## src/rtl/uart_pkg.sv

```systemverilog
// Shared UART-side types and sizes used by the core, the UART controllers and the byte FIFO.
package uart_pkg;
  localparam int UART_DATA_W     = 8;
  localparam int FIFO_DEPTH_LOG2 = 4;
  localparam int FIFO_DEPTH      = 1 << FIFO_DEPTH_LOG2;

  typedef logic [UART_DATA_W-1:0] uart_byte_t;
endpackage

```

## src/rtl/uart_fifo_if.sv

```systemverilog
// Byte FIFO bus: master is the producer/consumer side, slave is the FIFO itself.
interface uart_fifo_if #(
  parameter int WIDTH      = 8,
  parameter int DEPTH_LOG2 = 4
);
  logic [WIDTH-1:0]    din;
  logic                we;
  logic                full;
  logic [WIDTH-1:0]    dout;
  logic                re;
  logic                empty;
  logic [DEPTH_LOG2:0] count;
  logic                overflow;
  logic                underflow;
  logic                clr_err;

  modport master (
    output din, we, re, clr_err,
    input  full, dout, empty, count, overflow, underflow
  );

  modport slave (
    input  din, we, re, clr_err,
    output full, dout, empty, count, overflow, underflow
  );
endinterface

```

## src/rtl/uart_fifo_ram.sv

```systemverilog
// Register-array storage for the byte FIFO: one synchronous write port, one asynchronous read port.
module uart_fifo_ram #(
  parameter int WIDTH = 8,
  parameter int AW    = 4
) (
  input  logic             clk,
  input  logic             we,
  input  logic [AW-1:0]    waddr,
  input  logic [WIDTH-1:0] wdata,
  input  logic [AW-1:0]    raddr,
  output logic [WIDTH-1:0] rdata
);
  localparam int DEPTH = 1 << AW;

  logic [WIDTH-1:0] mem_q [DEPTH];

  always_ff @(posedge clk) begin
    if (we) mem_q[waddr] <= wdata;
  end

  assign rdata = mem_q[raddr];
endmodule

```

## src/rtl/uart_fifo.sv

```systemverilog
// First-word-fall-through byte FIFO between the UART controllers and the calculator core.
// Occupancy lives in its own counter so full/empty depend on count only, never on the pointers.
module uart_fifo
  import uart_pkg::*;
#(
  parameter int WIDTH      = UART_DATA_W,
  parameter int DEPTH_LOG2 = FIFO_DEPTH_LOG2
) (
  input  logic       clk,
  input  logic       rst,
  uart_fifo_if.slave fifo
);
  localparam logic [DEPTH_LOG2:0] FULL_CNT = {1'b1, {DEPTH_LOG2{1'b0}}};

  logic [DEPTH_LOG2-1:0] wptr_q, wptr_d;
  logic [DEPTH_LOG2-1:0] rptr_q, rptr_d;
  logic [DEPTH_LOG2:0]   count_q, count_d;
  logic                  ovf_q, ovf_d;
  logic                  udf_q, udf_d;
  logic                  full, empty, wr_ok, rd_ok;
  logic [WIDTH-1:0]      rd_data;

  assign full  = (count_q == FULL_CNT);
  assign empty = (count_q == '0);
  // A pop in the same cycle frees the slot, so a write into a full FIFO still lands.
  assign wr_ok = fifo.we && (!full || fifo.re);
  assign rd_ok = fifo.re && !empty;

  always_comb begin
    wptr_d  = wptr_q;
    rptr_d  = rptr_q;
    count_d = count_q;
    if (wr_ok) wptr_d = wptr_q + DEPTH_LOG2'(1);
    if (rd_ok) rptr_d = rptr_q + DEPTH_LOG2'(1);
    case ({wr_ok, rd_ok})
      2'b10:   count_d = count_q + (DEPTH_LOG2+1)'(1);
      2'b01:   count_d = count_q - (DEPTH_LOG2+1)'(1);
      default: count_d = count_q;
    endcase
    // Setting beats clearing when both happen in one cycle.
    ovf_d = (fifo.we && full && !fifo.re) || (ovf_q && !fifo.clr_err);
    udf_d = (fifo.re && empty) || (udf_q && !fifo.clr_err);
  end

  always_ff @(posedge clk or negedge rst) begin
    if (!rst) begin
      wptr_q  <= '0;
      rptr_q  <= '0;
      count_q <= '0;
      ovf_q   <= 1'b0;
      udf_q   <= 1'b0;
    end else begin
      wptr_q  <= wptr_d;
      rptr_q  <= rptr_d;
      count_q <= count_d;
      ovf_q   <= ovf_d;
      udf_q   <= udf_d;
    end
  end

  uart_fifo_ram #(.WIDTH(WIDTH), .AW(DEPTH_LOG2)) u_ram (
    .clk   (clk),
    .we    (wr_ok),
    .waddr (wptr_q),
    .wdata (fifo.din),
    .raddr (rptr_q),
    .rdata (rd_data)
  );

  assign fifo.dout      = empty ? '0 : rd_data;
  assign fifo.full      = full;
  assign fifo.empty     = empty;
  assign fifo.count     = count_q;
  assign fifo.overflow  = ovf_q;
  assign fifo.underflow = udf_q;
endmodule

```

## src/flat_wrapper.sv

```systemverilog
// flat-port wrapper written by rule: the top's interface ports become plain ports
module uart_fifo_flat import uart_pkg::*;
#(
  parameter int WIDTH      = UART_DATA_W,
  parameter int DEPTH_LOG2 = FIFO_DEPTH_LOG2
)
  (clk, rst, fifo_din, fifo_we, fifo_re, fifo_clr_err, fifo_full, fifo_dout, fifo_empty, fifo_count, fifo_overflow, fifo_underflow);
  uart_fifo_if #(.WIDTH(WIDTH), .DEPTH_LOG2(DEPTH_LOG2)) fifo_i ();
  input  logic clk;
  input  logic rst;
  input wire logic [$bits(fifo_i.din)-1:0] fifo_din;
  input wire logic [$bits(fifo_i.we)-1:0] fifo_we;
  input wire logic [$bits(fifo_i.re)-1:0] fifo_re;
  input wire logic [$bits(fifo_i.clr_err)-1:0] fifo_clr_err;
  output wire logic [$bits(fifo_i.full)-1:0] fifo_full;
  output wire logic [$bits(fifo_i.dout)-1:0] fifo_dout;
  output wire logic [$bits(fifo_i.empty)-1:0] fifo_empty;
  output wire logic [$bits(fifo_i.count)-1:0] fifo_count;
  output wire logic [$bits(fifo_i.overflow)-1:0] fifo_overflow;
  output wire logic [$bits(fifo_i.underflow)-1:0] fifo_underflow;
  assign fifo_i.din = fifo_din;
  assign fifo_i.we = fifo_we;
  assign fifo_i.re = fifo_re;
  assign fifo_i.clr_err = fifo_clr_err;
  assign fifo_full = fifo_i.full;
  assign fifo_dout = fifo_i.dout;
  assign fifo_empty = fifo_i.empty;
  assign fifo_count = fifo_i.count;
  assign fifo_overflow = fifo_i.overflow;
  assign fifo_underflow = fifo_i.underflow;
  uart_fifo #(.WIDTH(WIDTH), .DEPTH_LOG2(DEPTH_LOG2)) u_core (.clk(clk), .rst(rst), .fifo(fifo_i));
endmodule
```

## config.mk

```make
export PLATFORM = sky130hd
export DESIGN_NAME = uart_fifo_flat
export DESIGN_NICKNAME = d
export VERILOG_FILES = /design/src/rtl/uart_pkg.sv /design/src/rtl/uart_fifo_if.sv /design/src/rtl/uart_fifo_ram.sv /design/src/rtl/uart_fifo.sv /design/src/flat_wrapper.sv
export SDC_FILE = /design/constraint.sdc
export NUM_CORES = 1
export LEC_CHECK = 0
export ABC_AREA = 1
export CAP_MARGIN = 25
export CORE_AREA = 2 2 124 126
export CTS_BUF_LIST = sky130_fd_sc_hd__clkbuf_16
export CTS_CLUSTER_SIZE = 30
export DETAILED_ROUTE_END_ITERATION = 10
export DIE_AREA = 0 0 126 128
export DONT_BUFFER_PORTS = 1
export GPL_TIMING_DRIVEN = 0
export PLACE_DENSITY = 0.66
export SYNTH_ARGS = -nofsm -noshare
export SYNTH_HDL_FRONTEND = slang
export SYNTH_HIERARCHICAL = 1
export SYNTH_SLANG_ARGS = --single-unit
```

## constraint.sdc

```tcl
create_clock -name clk -period 2.2 [get_ports clk]
set_clock_uncertainty 0.15 [all_clocks]
set_input_delay 0.44 -clock clk [delete_from_list [all_inputs] [get_ports clk]]
set_output_delay 0.44 -clock clk [all_outputs]
set_load 0.01 [all_outputs]
```

==> summary.txt, run 1 <==
Final layout
  – Synth-to-layout area growth: 23.1%
  – Multi-input logic area: between 2000 and 2500 um^2
  – Layout Nets: 730
  – Post-route cell area: 8100 um^2
  – Utilization after layout: 0.545
  – Fillers: 1,333
  – Diodes inserted: 0
  – Share of cells above drive strength 1: 0.210
  – Storage cell area: 4230 um^2

Routing
  – Number of remaining DRC errors: 0
  – Antenna viol nets, final: 0
  – Via count: 4,654
  – Drt pass-1 iters: 5
  – WL final: 16.8 mm
  – Wirelength per Cell: 18.4 um
  – Vias per inst: a little over 5
  – 1st-iter DRT viols: 347

Worst setup path
  – Max stage delay cell, worst path: dfrtp_2
  – Crit path DAT: between 1500 and 2000 ps
  – Crit path buf inv count: 3
  – CP delay by family, top: simple AND/OR/NAND/NOR gates
  – Startpoint Class: register
  – Critical path's largest stage delay: roughly 440 ps
  – Element type at the critical path end: primary output
  – Crit path kind: reg -> out
  – Critical Path RT: 1610 ps
  – Critical-path cell list: buf_12 > buf_8 > nand2_1 > nand3_1 > nand3_1 > nand3_1 > nand2_1 > nand2_1 > inv_2
  – CP Max Fanout: 10

Yosys
  – Top-count cell post-synth: nand2_1
  – Post-synthesis sequential area ratio: 0.641
  – Yosys top cell by area: edfxtp_1
  – Leading cell types by total area after synthesis: edfxtp_1, nand2_1, nand3_1
  – Commonest cells post-synth: nand2_1, edfxtp_1, inv_1
  – FF+latch count, synth: 143
  – Synthesized cell area: 6580 um^2
  – Net Count, Synth: between 600 and 700
  – Ys Warns: 6
  – Post-synth EDFFs: 128
  – Synth async-reset ratio: 0.105
  – Post-synth cell types: 28
  – Yosys top cell area share: 0.584
  – Main synth FF type: edfxtp_1
  – Syn_area_per_cell: ~9.9 um^2
  – Cell count after synthesis: between 600 and 700

Timing
  – Final Hold Vio Count: 0
  – Setup slack after layout: -219 ps
  – Slew margin rel.: 0.382
  – Final worst-path cycle share: 1.10
  – Period minus WS final: 2420 ps
  – Fin. max-slew vios: 0
  – Final Setup Violations: 8
  – Maximum clock frequency: about 410 MHz
  – RSZ-0062 raised after global routing: true
  – Least-Margin Pin Slew: 924 ps

Placed design
  – Port Buffers: 0
  – Dpl cell area: 6820 um^2
  – Placer congestion estimate: 0.903
  – Final HPWL DP: 11.2 mm

Floorplanning
  – Die width: approximately 130 um
  – Initial Utilization: 0.443
  – # rows: 45
  – Die ar.: 16,100 um^2
  – DIE HEIGHT: about 130 um
  – I/O pins: 30
  – Core area: 14,900 um^2

Clock tree
  – Clock Path Buffers: 2
  – Reg clk slew, reported paths: approximately 60 ps
  – Clk Latency, worst-skew pair: 420 ps
  – Num CTS Buffers: 17
  – Clk sinks: between 100 and 150
  – Clock H-tree levels: 4
  – CTS root buf: clkbuf_16
  – CTS tree: yes

GRT
  – Grt ovf: 0
  – Total track usage: 0.212
  – Vias in the first global route: 4,402
  – Initial antenna violation count: 0
  – Busiest layer in global routing: met2
  – First-pass GRT wire length: 24.7 mm
  – Largest net degree at the start of global routing: 17
  – Global routing usage on met3: 0.0538
  – Met2 GRT Util: 0.356
  – Grt met1 use: 0.256

Run status
  – Failing checks: setup timing
  – Status: finished, violations left

Min path
  – Worst Hold Class: in -> reg

Power and ir drop
  – Leakage power: 3.54 nW
  – Total power per unit cell area: 1350 nW/um^2
  – Maximum vdd drop: 0.994 mV

Job
  – Max cap viols: 0
per-layer routing:
layer	part of all wire	wire length [um]	vias to the layer above
met2	0.50	8340	140
met4	0.033	548	0
met3	0.049	826	37
met1	0.42	7070	2250
met5	0	0	-
li1	-	-	2227
state kept, by name, indices dropped and copies added, names as in the netlist:
register               count
u_core/u_ram/mem_q       128
u_core/wptr_q              4
u_core/fifo.underflow      1
u_core/fifo.overflow       1
u_core/fifo.count          5
u_core/rptr_q              4
cells by family (layout without fill, tap and decap cells):
| kind of cell | after synthesis | count (layout) | share of synthesized area |
|---|---|---|---|
| simple gates | 359 | 359 | 0.236 |
| compound gates | 5 | 5 | 0.00494 |
| fa+ha+maj | 7 | 7 | 0.0145 |
| buf+inv | 149 | 205 | 0.0981 |
| flops | 143 | 143 | 0.641 |
| xor+xnor | 4 | 4 | 0.00533 |
metrics by stage:
stage / TNS (ps) / total power [mW] / hold slack [ps] / setup slack (ps) / cells
after global routing: -2170 / 11.5 / 8.04 / -303 / 911
after CTS: -1600 / 10.6 / 0.569 / -210 / 902
after detailed placement: -11040 / 6.95 / -5.21 / -199 / 855
after global placement: -6030 / 6.87 / -5.17 / -128 / 855
final: -1480 / 10.9 / 12.7 / -219 / 911
after floorplan: 0 / 5.92 / -5.59 / 19.1 / 667
area by class of cell:
type,instances,share of cell area
sequential,143,0.522
multi-input combinational,375,0.248
inverter,124,0.0590
clock buffer,17,0.0525
buffer,24,0.0321
timing repair buffer,25,0.0303
tap,188,0.0290
clock inverter,15,0.0273
what timing repair did:
action	in CTS	in global routing
endpoints found under the setup margin	115	99
hold buffers	11	0
endpoints found under the hold margin	146	0
resized for setup	72	40
buffers inserted	4	8
pin swaps	8	19
cloned	1	1
power by group:
group	switching (mW)	total, mW	internal, mW
logic	2.68	4.22	1.54
registers	0.294	3.57	3.27
clock network	1.11	3.11	2.01
path summary, 6_finish.rpt:
kind | startpoint | endpoint | slack [ps] | depth (start not counted)
max | u_core/rptr_q[0] | fifo_dout[4] | -220 | 9
min | fifo_we | u_core/wptr_q[0] | 10 | 2
max reg2reg | u_core/fifo.count[0] | u_core/fifo.count[4] | 60 | 12
min reg2reg | u_core/fifo.overflow | u_core/fifo.overflow | 440 | 2
max in group asynchronous | rst | u_core/fifo.count[1] | 1050 | 1
min in group asynchronous | rst | u_core/fifo.underflow | 360 | 1
layout by cell type (no fill, tap or decap), drive strengths merged:
| master | synthesis | routed |
|---|---|---|
| a21oi | 1 | 1 |
| buf | 25 | 36 |
| bufinv | 0 | 5 |
| clkbuf | 0 | 19 |
| clkinv | 0 | 7 |
| clkinvlp | 0 | 2 |
| dfrtp | 15 | 15 |
| dlygate4sd3 | 0 | 11 |
| edfxtp | 128 | 128 |
| fa | 1 | 1 |
| ha | 6 | 6 |
| inv | 124 | 125 |
| nand2 | 222 | 222 |
| nand3 | 110 | 110 |
| nand3b | 2 | 2 |
| nand4 | 2 | 2 |
| nor2 | 22 | 22 |
| o21ai | 3 | 3 |
| o22ai | 1 | 1 |
| or2 | 1 | 1 |
| xnor2 | 3 | 3 |
| xor2 | 1 | 1 |
No activity file was read; power rests on OpenSTA's default activity.
==> inputs of run 2 (changes only) <==
--- a/config.mk
+++ b/config.mk
@@ -7,11 +7,11 @@
 export LEC_CHECK = 0
 export ABC_AREA = 1
 export CAP_MARGIN = 25
-export CORE_AREA = 2 2 124 126
+export CORE_AREA = 5 5 127 129
 export CTS_BUF_LIST = sky130_fd_sc_hd__clkbuf_16
 export CTS_CLUSTER_SIZE = 30
 export DETAILED_ROUTE_END_ITERATION = 10
-export DIE_AREA = 0 0 126 128
+export DIE_AREA = 0 0 132 134
 export DONT_BUFFER_PORTS = 1
 export GPL_TIMING_DRIVEN = 0
 export PLACE_DENSITY = 0.66
==> run 2 against run 1 <==
Against the previous run: the flow still finishes with violations (setup timing); critical path depth did not move; sequential cell count did not move; via count rose by 2.0%; global-route usage fell by 2.5 points; clock power fell by 21%; hold slack improved by 9.6 ps; clock-buffer cell count did not move; cell count fell by 0.99%; critical path type unchanged; critical endpoint is now fifo_dout[1]; largest cell class unchanged; highest routed layer unchanged.
==> summary.txt, run 2 (synthesized netlist as in run 1, its figures left out) <==
Run status
  – Status: finished, violations left (unchanged)
  – Failing checks: setup timing (unchanged)

Worst setup path
  – Max stage delay cell, worst path: dfrtp_2 (unchanged)
  – Crit path kind: reg -> out (unchanged)
  – CP Max Fanout: 10 (unchanged)
  – Critical-path cell list: buf_8 > buf_6 > nand2_1 > nand3_1 > nand3_1 > nand3_1 > nand2_2 > nand2_1 > inv_2 (was buf_12 > buf_8 > nand2_1 > nand3_1 > nand3_1 > nand3_1 > nand2_1 > nand2_1 > inv_2)
  – Crit path buf inv count: 3 (unchanged)
  – Critical path's largest stage delay: 490 ps (was 440 ps)
  – Element type at the critical path end: primary output (unchanged)
  – Crit path DAT: 1860 ps (was 1830 ps)
  – CP delay by family, top: simple AND/OR/NAND/NOR gates (unchanged)
  – Startpoint Class: register (unchanged)
  – Critical Path RT: 1610 ps (about the same)
  – Crit path top cell by count: nand3_1

Power and ir drop
  – Switching Fraction: 0.384 (was 0.375)
  – Total power per unit cell area: 1290 nW/um^2 (was 1350 nW/um^2)
  – Clk pwr share: 0.241 (was 0.285)
  – NetSw: 3.91 mW (was 4.08 mW)
  – Tot Pwr: 10.2 mW (was 10.9 mW)
  – Int Power: 6.26 mW (was 6.82 mW)
  – Maximum vdd drop: 0.742 mV (was 0.994 mV)
  – Leakage power: 3.45 nW (was 3.54 nW)
  – Sequential power share: 0.355 (was 0.327)
  – Combinational share of power: 0.404 (was 0.387)

Routing
  – Number of remaining DRC errors: 0 (unchanged)
  – Antenna viol nets, final: 0 (unchanged)
  – WL final: 16.5 mm (was 16.8 mm)
  – Wirelength per Cell: 18.3 um (was 18.4 um)
  – Drt pass-1 iters: 5 (unchanged)
  – Vias per inst: 5.26 (was 5.11)
  – Via count: 4,747 (was 4,654)
  – 1st-iter DRT viols: 457 (was 347)

Floorplanning
  – DIE HEIGHT: 134 um (was 128 um)
  – Initial Utilization: 0.441 (was 0.443)
  – I/O pins: 30 (unchanged)
  – # rows: 45 (unchanged)
  – Die ar.: 17,700 um^2 (was 16,100 um^2)
  – Die width: 132 um (was 126 um)
  – Core area: 14,900 um^2 (about the same)

GRT
  – Initial antenna violation count: 0 (unchanged)
  – Total track usage: 0.187 (was 0.212)
  – Vias in the first global route: 4,645 (was 4,402)
  – Largest net degree at the start of global routing: 17 (unchanged)
  – Grt ovf: 0 (unchanged)
  – First-pass GRT wire length: 25.2 mm (was 24.7 mm)

Clock tree
  – Num CTS Buffers: 17 (unchanged)
  – CTS root buf: clkbuf_16 (unchanged)
  – Clk sinks: 143 (unchanged)
  – Clock Path Buffers: 2 (unchanged)
  – Clk Latency, worst-skew pair: 410 ps (was 420 ps)
  – Clock H-tree levels: 4 (unchanged)
  – Reg clk slew, reported paths: 60 ps (about the same)
  – CTS tree: yes (unchanged)

Final layout
  – Most common cell after layout, fill and taps aside: nand2_1 (unchanged)
  – Multi-input logic area: 1960 um^2 (was 2010 um^2)
  – Storage cell area: 4230 um^2 (about the same)
  – Layout Nets: 728 (was 730)
  – Share of cells above drive strength 1: 0.190 (was 0.210)
  – Synth-to-layout area growth: 19.9% (was 23.1%)
  – Fillers: 1,281 (was 1,333)
  – Max reg flops: 128 (unchanged)
  – Most flop-heavy register: u_core/u_ram/mem_q (unchanged)
  – Diodes inserted: 0 (unchanged)
  – Layout Cells excl Fill: 902 (was 911)
  – Most frequent cells in the layout: nand2_1, edfxtp_1, inv_1 (unchanged)

Timing
  – Worst hold slack: 22.4 ps (was 12.7 ps)
  – Final Hold Vio Count: 0 (unchanged)
  – RSZ-0062 raised after global routing: true (unchanged)
  – Least-Margin Pin Slew: 851 ps (was 924 ps)
  – Slew margin rel.: 0.431 (was 0.382)
  – Maximum clock frequency: 408 MHz (was 413 MHz)
  – Final worst-path cycle share: 1.12 (was 1.10)
  – Final Setup Violations: 8 (unchanged)
  – Period minus WS final: 2450 ps (was 2420 ps)
  – Fin. max-slew vios: 0 (unchanged)
  – Setup slack after layout: -253 ps (was -219 ps)

Placed design
  – Placer congestion estimate: 0.869 (was 0.903)
  – Port Buffers: 0 (unchanged)
  – Place WS: -293 ps (was -199 ps)
  – Post-placement cell count: 855 (unchanged)
  – Final HPWL DP: 10.6 mm (was 11.2 mm)

Min path
  – Worst Hold Class: in -> reg (unchanged)

Job
  – Max cap viols: 0 (unchanged)
## run 2: power by group through the flow
stage | clock [mW] | combinational, mW | sequential, mW
final | 2.45 | 4.11 | 3.61
after CTS | 2.48 | 3.75 | 3.59
after global routing | 2.59 | 4.48 | 3.65
after detailed placement | 0 | 3.30 | 3.59
after floorplan | 0 | 2.40 | 3.53
after global placement | 0 | 3.25 | 3.57
## run 2: area by class of cell
class	count	area share
Buffer	23	0.0295
Clock buffer	17	0.0539
Clock inverter	8	0.00745
Inverter	124	0.0602
Multi-Input combinational cell	375	0.249
Sequential cell	143	0.536
Tap cell	188	0.0298
Timing Repair Buffer	24	0.0346
## run 2: timing repair
action / CTS / global route
buffers inserted: 6 / 7
hold endpoints to repair: 145 / 0
gates resized for setup: 66 / 30
pin swaps: 5 / 15
hold buffers: 10 / 0
gates cloned: 0 / 1
setup endpoints to repair: 123 / 110
## run 2: path summary, 6_finish.rpt
check                           slack (ps)            startpoint  cells after the start                    to
worst max-delay path                  -250      u_core/rptr_q[0]                      9          fifo_dout[1]
worst min-delay path                    20               fifo_we                      2      u_core/wptr_q[3]
worst max register to register          10  u_core/fifo.count[2]                     13  u_core/fifo.count[4]
worst min register to register         430      u_core/wptr_q[3]                      2      u_core/wptr_q[3]
max in group asynchronous             1050                   rst                      1      u_core/rptr_q[3]
min in group asynchronous              360                   rst                      1  u_core/fifo.count[4]
## run 2: metal layers
metal,global-route usage,vias up,share of wire
met5,0,-,0
met3,0.0540,32,0.083
met4,0.0617,0,0.022
met1,0.244,2283,0.41
met2,0.303,215,0.48
li1,-,2217,-
## run 2: per-stage QoR
step            util  setup TNS, ps  area (um^2)
3_3_place_gp   0.457          -7500         6820
3_5_place_dp   0.457         -13950         6820
2_1_floorplan      -              0         6580
5_1_grt        0.529          -2870         7890
4_1_cts        0.513          -1680         7650
6_report       0.529          -1800         7890
==> inputs of run 3 (changes only) <==
--- a/config.mk
+++ b/config.mk
@@ -7,11 +7,11 @@
 export LEC_CHECK = 0
 export ABC_AREA = 1
 export CAP_MARGIN = 25
-export CORE_AREA = 5 5 127 129
+export CORE_AREA = 2 2 124 126
 export CTS_BUF_LIST = sky130_fd_sc_hd__clkbuf_16
 export CTS_CLUSTER_SIZE = 30
 export DETAILED_ROUTE_END_ITERATION = 10
-export DIE_AREA = 0 0 132 134
+export DIE_AREA = 0 0 126 128
 export DONT_BUFFER_PORTS = 1
 export GPL_TIMING_DRIVEN = 0
 export PLACE_DENSITY = 0.66
==> results of run 3 <==
Final layout, timing and power as in run 1 (identical DEF).
